--- config.mk ---
export PLATFORM = sky130hd
export DESIGN_NAME = alu_sequencer
export DESIGN_NICKNAME = d
export VERILOG_FILES = /design/src/rtl/alu_pkg.sv /design/src/rtl/btn_sync_edge.sv /design/src/rtl/alu_sequencer.sv
export SDC_FILE = /design/constraint.sdc
export NUM_CORES = 1
export LEC_CHECK = 0
export ABC_AREA = 1
export CORE_ASPECT_RATIO = 0.75
export CORE_MARGIN = 5
export CORE_UTILIZATION = 40
export DETAILED_ROUTE_END_ITERATION = 10
export GPL_TIMING_DRIVEN = 0
export PLACE_DENSITY = 0.68
export SLEW_MARGIN = 20
export SYNTH_ARGS = -nofsm -noshare
export SYNTH_HDL_FRONTEND = slang
export SYNTH_HIERARCHICAL = 1
export SYNTH_SLANG_ARGS = --single-unit
--- constraint.sdc ---
create_clock -name clk -period 1.7 [get_ports clk]
set_input_delay 0.51 -clock clk [delete_from_list [all_inputs] [get_ports clk]]
set_output_delay 0.51 -clock clk [all_outputs]
set_load 0.01 [all_outputs]
--- src/rtl/alu_pkg.sv ---
// alu_pkg: sequencer state encoding and the opcode set understood by the external ALU
package alu_pkg;
  typedef enum logic [2:0] {
    IDLE    = 3'd0,
    LOAD_A  = 3'd1,
    LOAD_B  = 3'd2,
    LOAD_OP = 3'd3,
    EXEC    = 3'd4,
    CAPTURE = 3'd5,
    SHOW    = 3'd6
  } state_e;
  localparam logic [3:0] OP_ADD = 4'd0;
  localparam logic [3:0] OP_SUB = 4'd1;
  localparam logic [3:0] OP_AND = 4'd2;
  localparam logic [3:0] OP_OR  = 4'd3;
  localparam logic [3:0] OP_XOR = 4'd4;
  localparam logic [3:0] OP_NOT = 4'd5;
  localparam logic [3:0] OP_SHL = 4'd6;
  localparam logic [3:0] OP_SHR = 4'd7;
  localparam logic [3:0] OP_MUL = 4'd8;
  localparam logic [3:0] OP_MOD = 4'd9;
  localparam logic [3:0] OP_MAX = OP_MOD;
endpackage

--- src/rtl/btn_sync_edge.sv ---
// btn_sync_edge: synchronizes a raw button and emits one pulse per press
module btn_sync_edge #(
  parameter int SYNC_STAGES = 2
) (
  input  logic clk,
  input  logic rst_n,
  input  logic btn_i,
  output logic pulse_o
);
  logic [SYNC_STAGES-1:0] sync_q, fill_q;
  logic prev_q, armed_q, synced;
  assign synced  = sync_q[SYNC_STAGES-1];
  assign pulse_o = synced & ~prev_q & armed_q;
  // reset zeros in the chain are not real samples; only arm once a genuine low has arrived
  always_ff @(posedge clk or negedge rst_n) begin
    if (!rst_n) begin
      sync_q  <= '0;
      fill_q  <= '0;
      prev_q  <= 1'b0;
      armed_q <= 1'b0;
    end else begin
      sync_q  <= (sync_q << 1) | SYNC_STAGES'(btn_i);
      fill_q  <= (fill_q << 1) | SYNC_STAGES'(1);
      prev_q  <= synced;
      armed_q <= armed_q | (fill_q[SYNC_STAGES-1] & ~synced);
    end
  end
endmodule

--- src/rtl/alu_sequencer.sv ---
// alu_sequencer: button-stepped loader of operands/opcode for an external ALU,
// capturing its result and counting completed operations
module alu_sequencer
  import alu_pkg::*;
#(
  parameter int N           = 4,
  parameter int SYNC_STAGES = 2
) (
  input  logic         clk,
  input  logic         rst_n,
  input  logic [N-1:0] sw,
  input  logic         btn_next,
  input  logic         btn_clear,
  output logic [N-1:0] alu_a,
  output logic [N-1:0] alu_b,
  output logic [3:0]   alu_s,
  input  logic [N-1:0] alu_result,
  input  logic [3:0]   alu_flags,
  output logic [N-1:0] res_q,
  output logic [3:0]   flags_q,
  output logic [2:0]   state_o,
  output logic         done,
  output logic         op_err,
  output logic [7:0]   op_count
);
  state_e state_q, state_d;
  logic [N-1:0] a_q, a_d, b_q, b_d, res_d;
  logic [3:0] s_q, s_d, flags_d, op_sw;
  logic [7:0] cnt_q, cnt_d;
  logic err_q, err_d, nxt, clr;
  btn_sync_edge #(.SYNC_STAGES(SYNC_STAGES)) u_next (
    .clk(clk), .rst_n(rst_n), .btn_i(btn_next), .pulse_o(nxt)
  );
  btn_sync_edge #(.SYNC_STAGES(SYNC_STAGES)) u_clear (
    .clk(clk), .rst_n(rst_n), .btn_i(btn_clear), .pulse_o(clr)
  );
  assign op_sw = 4'(sw);
  always_comb begin
    state_d = state_q;
    a_d     = a_q;
    b_d     = b_q;
    s_d     = s_q;
    res_d   = res_q;
    flags_d = flags_q;
    err_d   = err_q;
    cnt_d   = cnt_q;
    if (clr) begin
      state_d = IDLE;
      a_d     = '0;
      b_d     = '0;
      s_d     = '0;
      res_d   = '0;
      flags_d = '0;
      err_d   = 1'b0;
    end else begin
      case (state_q)
        IDLE:    state_d = nxt ? LOAD_A : IDLE;
        LOAD_A:  if (nxt) begin a_d = sw; state_d = LOAD_B; end
        LOAD_B:  if (nxt) begin b_d = sw; state_d = LOAD_OP; end
        LOAD_OP: if (nxt) begin
          if (op_sw <= OP_MAX) begin
            s_d     = op_sw;
            err_d   = 1'b0;
            state_d = EXEC;
          end else err_d = 1'b1;
        end
        EXEC:    state_d = CAPTURE;
        CAPTURE: begin
          res_d   = alu_result;
          flags_d = alu_flags;
          cnt_d   = cnt_q + 8'd1;
          state_d = SHOW;
        end
        SHOW:    state_d = nxt ? LOAD_A : SHOW;
        default: state_d = IDLE;
      endcase
    end
  end
  always_ff @(posedge clk or negedge rst_n) begin
    if (!rst_n) begin
      state_q <= IDLE;
      a_q     <= '0;
      b_q     <= '0;
      s_q     <= '0;
      res_q   <= '0;
      flags_q <= '0;
      err_q   <= 1'b0;
      cnt_q   <= '0;
    end else begin
      state_q <= state_d;
      a_q     <= a_d;
      b_q     <= b_d;
      s_q     <= s_d;
      res_q   <= res_d;
      flags_q <= flags_d;
      err_q   <= err_d;
      cnt_q   <= cnt_d;
    end
  end
  assign alu_a    = a_q;
  assign alu_b    = b_q;
  assign alu_s    = s_q;
  assign state_o  = state_q;
  assign done     = (state_q == SHOW);
  assign op_err   = err_q;
  assign op_count = cnt_q;
endmodule

==> flow_summary.html <==
<table>
<tr><th>Metric</th><th>Value</th></tr>
<tr><th colspan="2">Power and ir drop</th></tr>
<tr><td>Gate power share</td><td>30.6%</td></tr>
<tr><td>Register share of total power</td><td>45.5%</td></tr>
<tr><td>Switch share</td><td>32.8%</td></tr>
<tr><td>IR drop worst, VDD</td><td>0.000759 V</td></tr>
<tr><td>Internal power</td><td>1930 uW</td></tr>
<tr><td>Share of total power in the clock network</td><td>23.9%</td></tr>
<tr><td>P_leak</td><td>0.00143 uW</td></tr>
<tr><td>Switching component of the power</td><td>940 uW</td></tr>
<tr><td>Power density over the cells</td><td>1120 nW/um^2</td></tr>
<tr><th colspan="2">STA</th></tr>
<tr><td>Final Hold Viols</td><td>0</td></tr>
<tr><td>Minimum clock period</td><td>1.64 ns</td></tr>
<tr><td>Final setup violation count</td><td>0</td></tr>
<tr><td>Final Worst Setup Slack</td><td>0.0595 ns</td></tr>
<tr><td>Final slew viol count</td><td>0</td></tr>
<tr><td>Setup repair after global routing missed its margin</td><td>false</td></tr>
<tr><td>Final worst path period share</td><td>96.5%</td></tr>
<tr><td>Max Clock Skew</td><td>0.0100 ns</td></tr>
<tr><td>Achievable clock frequency</td><td>610 MHz</td></tr>
<tr><th colspan="2">Placement</th></tr>
<tr><td>Final GP Congestion</td><td>0.812</td></tr>
<tr><td>Number of buffer cells added on primary ports</td><td>48</td></tr>
<tr><td>Half-perimeter wire length after placement</td><td>2970 um</td></tr>
<tr><td>Pre-CTS worst setup slack</td><td>-0.119 ns</td></tr>
<tr><td>Cell area after placement</td><td>2460 sq um</td></tr>
<tr><th colspan="2">Finish</th></tr>
<tr><td>Post-route cell area</td><td>2560 sq um</td></tr>
<tr><td>Final net count</td><td>295</td></tr>
<tr><td>Multi-input combinational cell area</td><td>694 sq um</td></tr>
<tr><td>Number of filler cells placed in the layout</td><td>461</td></tr>
<tr><td>Sequential Area</td><td>1100 sq um</td></tr>
<tr><td>Layout overhead on the synthesized area</td><td>35.2%</td></tr>
<tr><td>Inserted Diodes</td><td>0</td></tr>
<tr><td>Share of final-layout standard cells stronger than drive strength 1</td><td>11.1%</td></tr>
<tr><th colspan="2">Detailed routing</th></tr>
<tr><td>Total length of routed wires</td><td>4110 um</td></tr>
<tr><td>Detail Route met2 WL</td><td>1750 um</td></tr>
<tr><td>Number of design-rule violations left by the first detailed-router iteration</td><td>55</td></tr>
<tr><td>Overall via count from detail_route</td><td>1580</td></tr>
<tr><td>Number of detailed-route iterations in the first pass</td><td>4</td></tr>
<tr><td>Remaining DRCs</td><td>0</td></tr>
<tr><td>Average via count per standard cell</td><td>4.70</td></tr>
<tr><td>Amount of wire on met3 after detailed routing</td><td>326 um</td></tr>
<tr><td>Number of nets still failing antenna checks after routing</td><td>0</td></tr>
<tr><td>Top routing layer in use</td><td>met4</td></tr>
<tr><td>Average wire length per cell after detail routing</td><td>12.2 um</td></tr>
<tr><td>Detailed-routing wirelength on met1</td><td>1980 um</td></tr>
<tr><th colspan="2">Synthesis</th></tr>
<tr><td>Post-synthesis instance total</td><td>217</td></tr>
<tr><td>Synthesized net count</td><td>234</td></tr>
<tr><td>Yosys warnings</td><td>6</td></tr>
<tr><td>Syn Std Cell Area</td><td>1900 sq um</td></tr>
<tr><td>Yosys cell types</td><td>25</td></tr>
<tr><td>Average instance area after synthesis</td><td>8.74 sq um</td></tr>
<tr><td>Share of synthesized area occupied by flip-flops and latches</td><td>58.0%</td></tr>
<tr><td>Post-synthesis register bit count</td><td>44</td></tr>
<tr><th colspan="2">GRT</th></tr>
<tr><td>Largest net degree at the start of global routing</td><td>31</td></tr>
<tr><td>Vias in the first global route</td><td>1525</td></tr>
<tr><td>Antenna violations before repair</td><td>0</td></tr>
<tr><td>First-pass GRT wire length</td><td>7110 um</td></tr>
<tr><td>Overall Global Routing Usage</td><td>14.5%</td></tr>
<tr><td>Global-route congestion overflow total</td><td>0</td></tr>
<tr><th colspan="2">CTS</th></tr>
<tr><td>Max clock buf depth</td><td>2</td></tr>
<tr><td>Skew-Pair Late Insertion Delay</td><td>0.30 ns</td></tr>
<tr><td>Deepest level of the CTS H-tree</td><td>2</td></tr>
<tr><td>Clk Tree Root Cell</td><td>clkbuf_8</td></tr>
<tr><td>Number of clock sinks</td><td>44</td></tr>
<tr><td>CTS clock-pin slew for the worst setup and hold paths</td><td>0.09 ns</td></tr>
<tr><td>CTS tree</td><td>yes</td></tr>
<tr><td>Number of buffers added by the clock tree synthesis step</td><td>5</td></tr>
<tr><th colspan="2">Floorplanning</th></tr>
<tr><td>Chip Height</td><td>69.6 um</td></tr>
<tr><td>Initial core utilization</td><td>42.0%</td></tr>
<tr><td>I/O pin cnt</td><td>49</td></tr>
<tr><td>Standard-cell row count</td><td>21</td></tr>
<tr><td>Horizontal die dimension</td><td>89.5 um</td></tr>
<tr><td>Core Footprint</td><td>4520 sq um</td></tr>
<tr><td>Die Outline Area</td><td>6230 sq um</td></tr>
<tr><th colspan="2">Critical path</th></tr>
<tr><td>Critical path endpoint category</td><td>primary output</td></tr>
<tr><td>Kind of start point of the critical path</td><td>flop</td></tr>
<tr><td>Highest net fanout along the worst path</td><td>6</td></tr>
<tr><td>Worst Path Required</td><td>1.19 ns</td></tr>
<tr><td>Signal arrival time at the worst endpoint</td><td>1.13 ns</td></tr>
<tr><td>Start-to-end type of the worst setup path</td><td>flop to primary output</td></tr>
<tr><th colspan="2">Outcome</th></tr>
<tr><td>Result of the run</td><td>completed</td></tr>
<tr><th colspan="2">Job</th></tr>
<tr><td>Number of max-cap violations</td><td>0</td></tr>
<tr><th colspan="2">Min path</th></tr>
<tr><td>Worst hold-check path type</td><td>input pin to asynchronous set/reset pin</td></tr>
</table>
==> worst max-delay path, stage by stage (launching register included) <==
cell and delay, ns:
dfrtp_2 0.42, buf_4 0.16, clkdlybuf4s15_1 0.24
==> placed cells by master, fill, tap and decap left out, drive strengths merged, types with 2 or more instances in the layout <==
master and count:
dfrtp 44, inv 22, nand2 81, dlygate4sd2 30
clkdlybuf4s15 2, buf 9, xnor2 2, xor2 3
o21ai 9, nand3 25, clkbuf 10, conb 2
nor2 19, nor3 2, clkdlybuf4s50 14
==> power by group through the flow <==
stage / Combinational (uW) / Sequential, uW / Clock (uW)
final: 879 / 1300 / 685
after detailed placement: 857 / 1370 / 0
after floorplan: 353 / 1420 / 0
after global placement: 835 / 1370 / 0
after global routing: 997 / 1330 / 753
after CTS: 885 / 1300 / 710
==> metal layers <==
metal	GRT usage (%)	vias up
li1	-	795
met1	20.8	733
met2	20.8	46
met3	4.51	6
met4	4.46	0
met5	0	-
==> cells in the mapped netlist <==
master,number,area [sq um]
buf_6,1,11.3
clkbuf_1,2,7.51
nand4_2,1,12.5
dfrtp_1,44,1100
nor2_2,2,12.5
inv_1,20,75.1
xnor2_1,2,17.5
o21ai_0,6,30.0
o21ai_1,2,10.0
nor2_4,1,11.3
nand2_4,1,11.3
nor2_8,1,20.0
nor3_1,2,10.0
nand2_1,79,297
conb_1,2,7.51
inv_2,2,7.51
buf_4,1,7.51
xor2_1,3,26.3
nand3_1,25,125
nand2_2,1,6.26
nand3b_1,1,7.51
o21ai_2,1,8.76
ha_1,1,12.5
nor2_1,15,56.3
a21oi_1,1,5.00
==> cell type report <==
class	instances	share of cell area, %
plain buffers	4	1.02
clock buffers	7	3.37
clock inverters	1	0.293
inverters	22	3.22
multi-input cells	147	27.1
flip-flops and latches	44	43.1
well taps	57	2.78
repair buffers	54	19.1
==> per-stage QoR <==
| step | hold slack (ns) | instances | util [%] | TNS (ns) | power, uW |
|---|---|---|---|---|---|
| global placement | 0.332 | 322 | 54.2 | -46.86 | 2210 |
| finish | 0.111 | 336 | 56.7 | 0 | 2870 |
| global route | 0.138 | 336 | 56.7 | 0 | 3080 |
| CTS | 0.115 | 336 | 56.6 | 0 | 2900 |
| floorplan | 0.214 | 217 | - | 0 | 1770 |
| detailed placement | 0.336 | 323 | 54.5 | -0.460 | 2230 |
==> timing repair <==
action                     4_1_cts  5_1_grt
setup buffers                    5        0
gates resized for setup         37        5
hold buffers                     0        0
setup endpoints to repair       33        9
==> final timing paths <==
kind | from | to | slack [ns] | cells past startpoint
setup / recovery | state_o[2] | state_o[2] | 0.06 | 2
hold / removal | rst_n | u_next/fill_q[1] | 0.11 | 1
setup reg to reg | u_clear/sync_q[1] | alu_b[1] | 0.18 | 8
hold reg to reg | u_next/sync_q[0] | u_next/sync_q[1] | 0.35 | 0
max in group asynchronous | rst_n | state_o[2] | 1.12 | 2
min in group clk | u_next/sync_q[0] | u_next/sync_q[1] | 0.35 | 0
==> cell families (layout without fill, tap and decap cells) <==
family          after synthesis  after routing  synth area share (%)
simple gates                129            129                  30.0
other cells                   2              2                 0.396
flops                        44             44                  58.0
fa+ha+maj                     1              1                 0.660
compound gates               10             10                  2.84
buf+inv                      26             88                  5.74
xor+xnor                      5              5                  2.31
==> registers in the layout, indices dropped and copies added (netlist names) <==
name             cells
alu_s                4
op_count             8
state_o              3
u_clear/fill_q       2
u_clear/sync_q       2
op_err               1
u_next/prev_q        1
alu_b                4
alu_a                4
u_next/fill_q        2
u_next/sync_q        2
u_clear/armed_q      1
u_clear/prev_q       1
flags_q              4
res_q                4
u_next/armed_q       1
No activity file was read; power rests on OpenSTA's default activity.
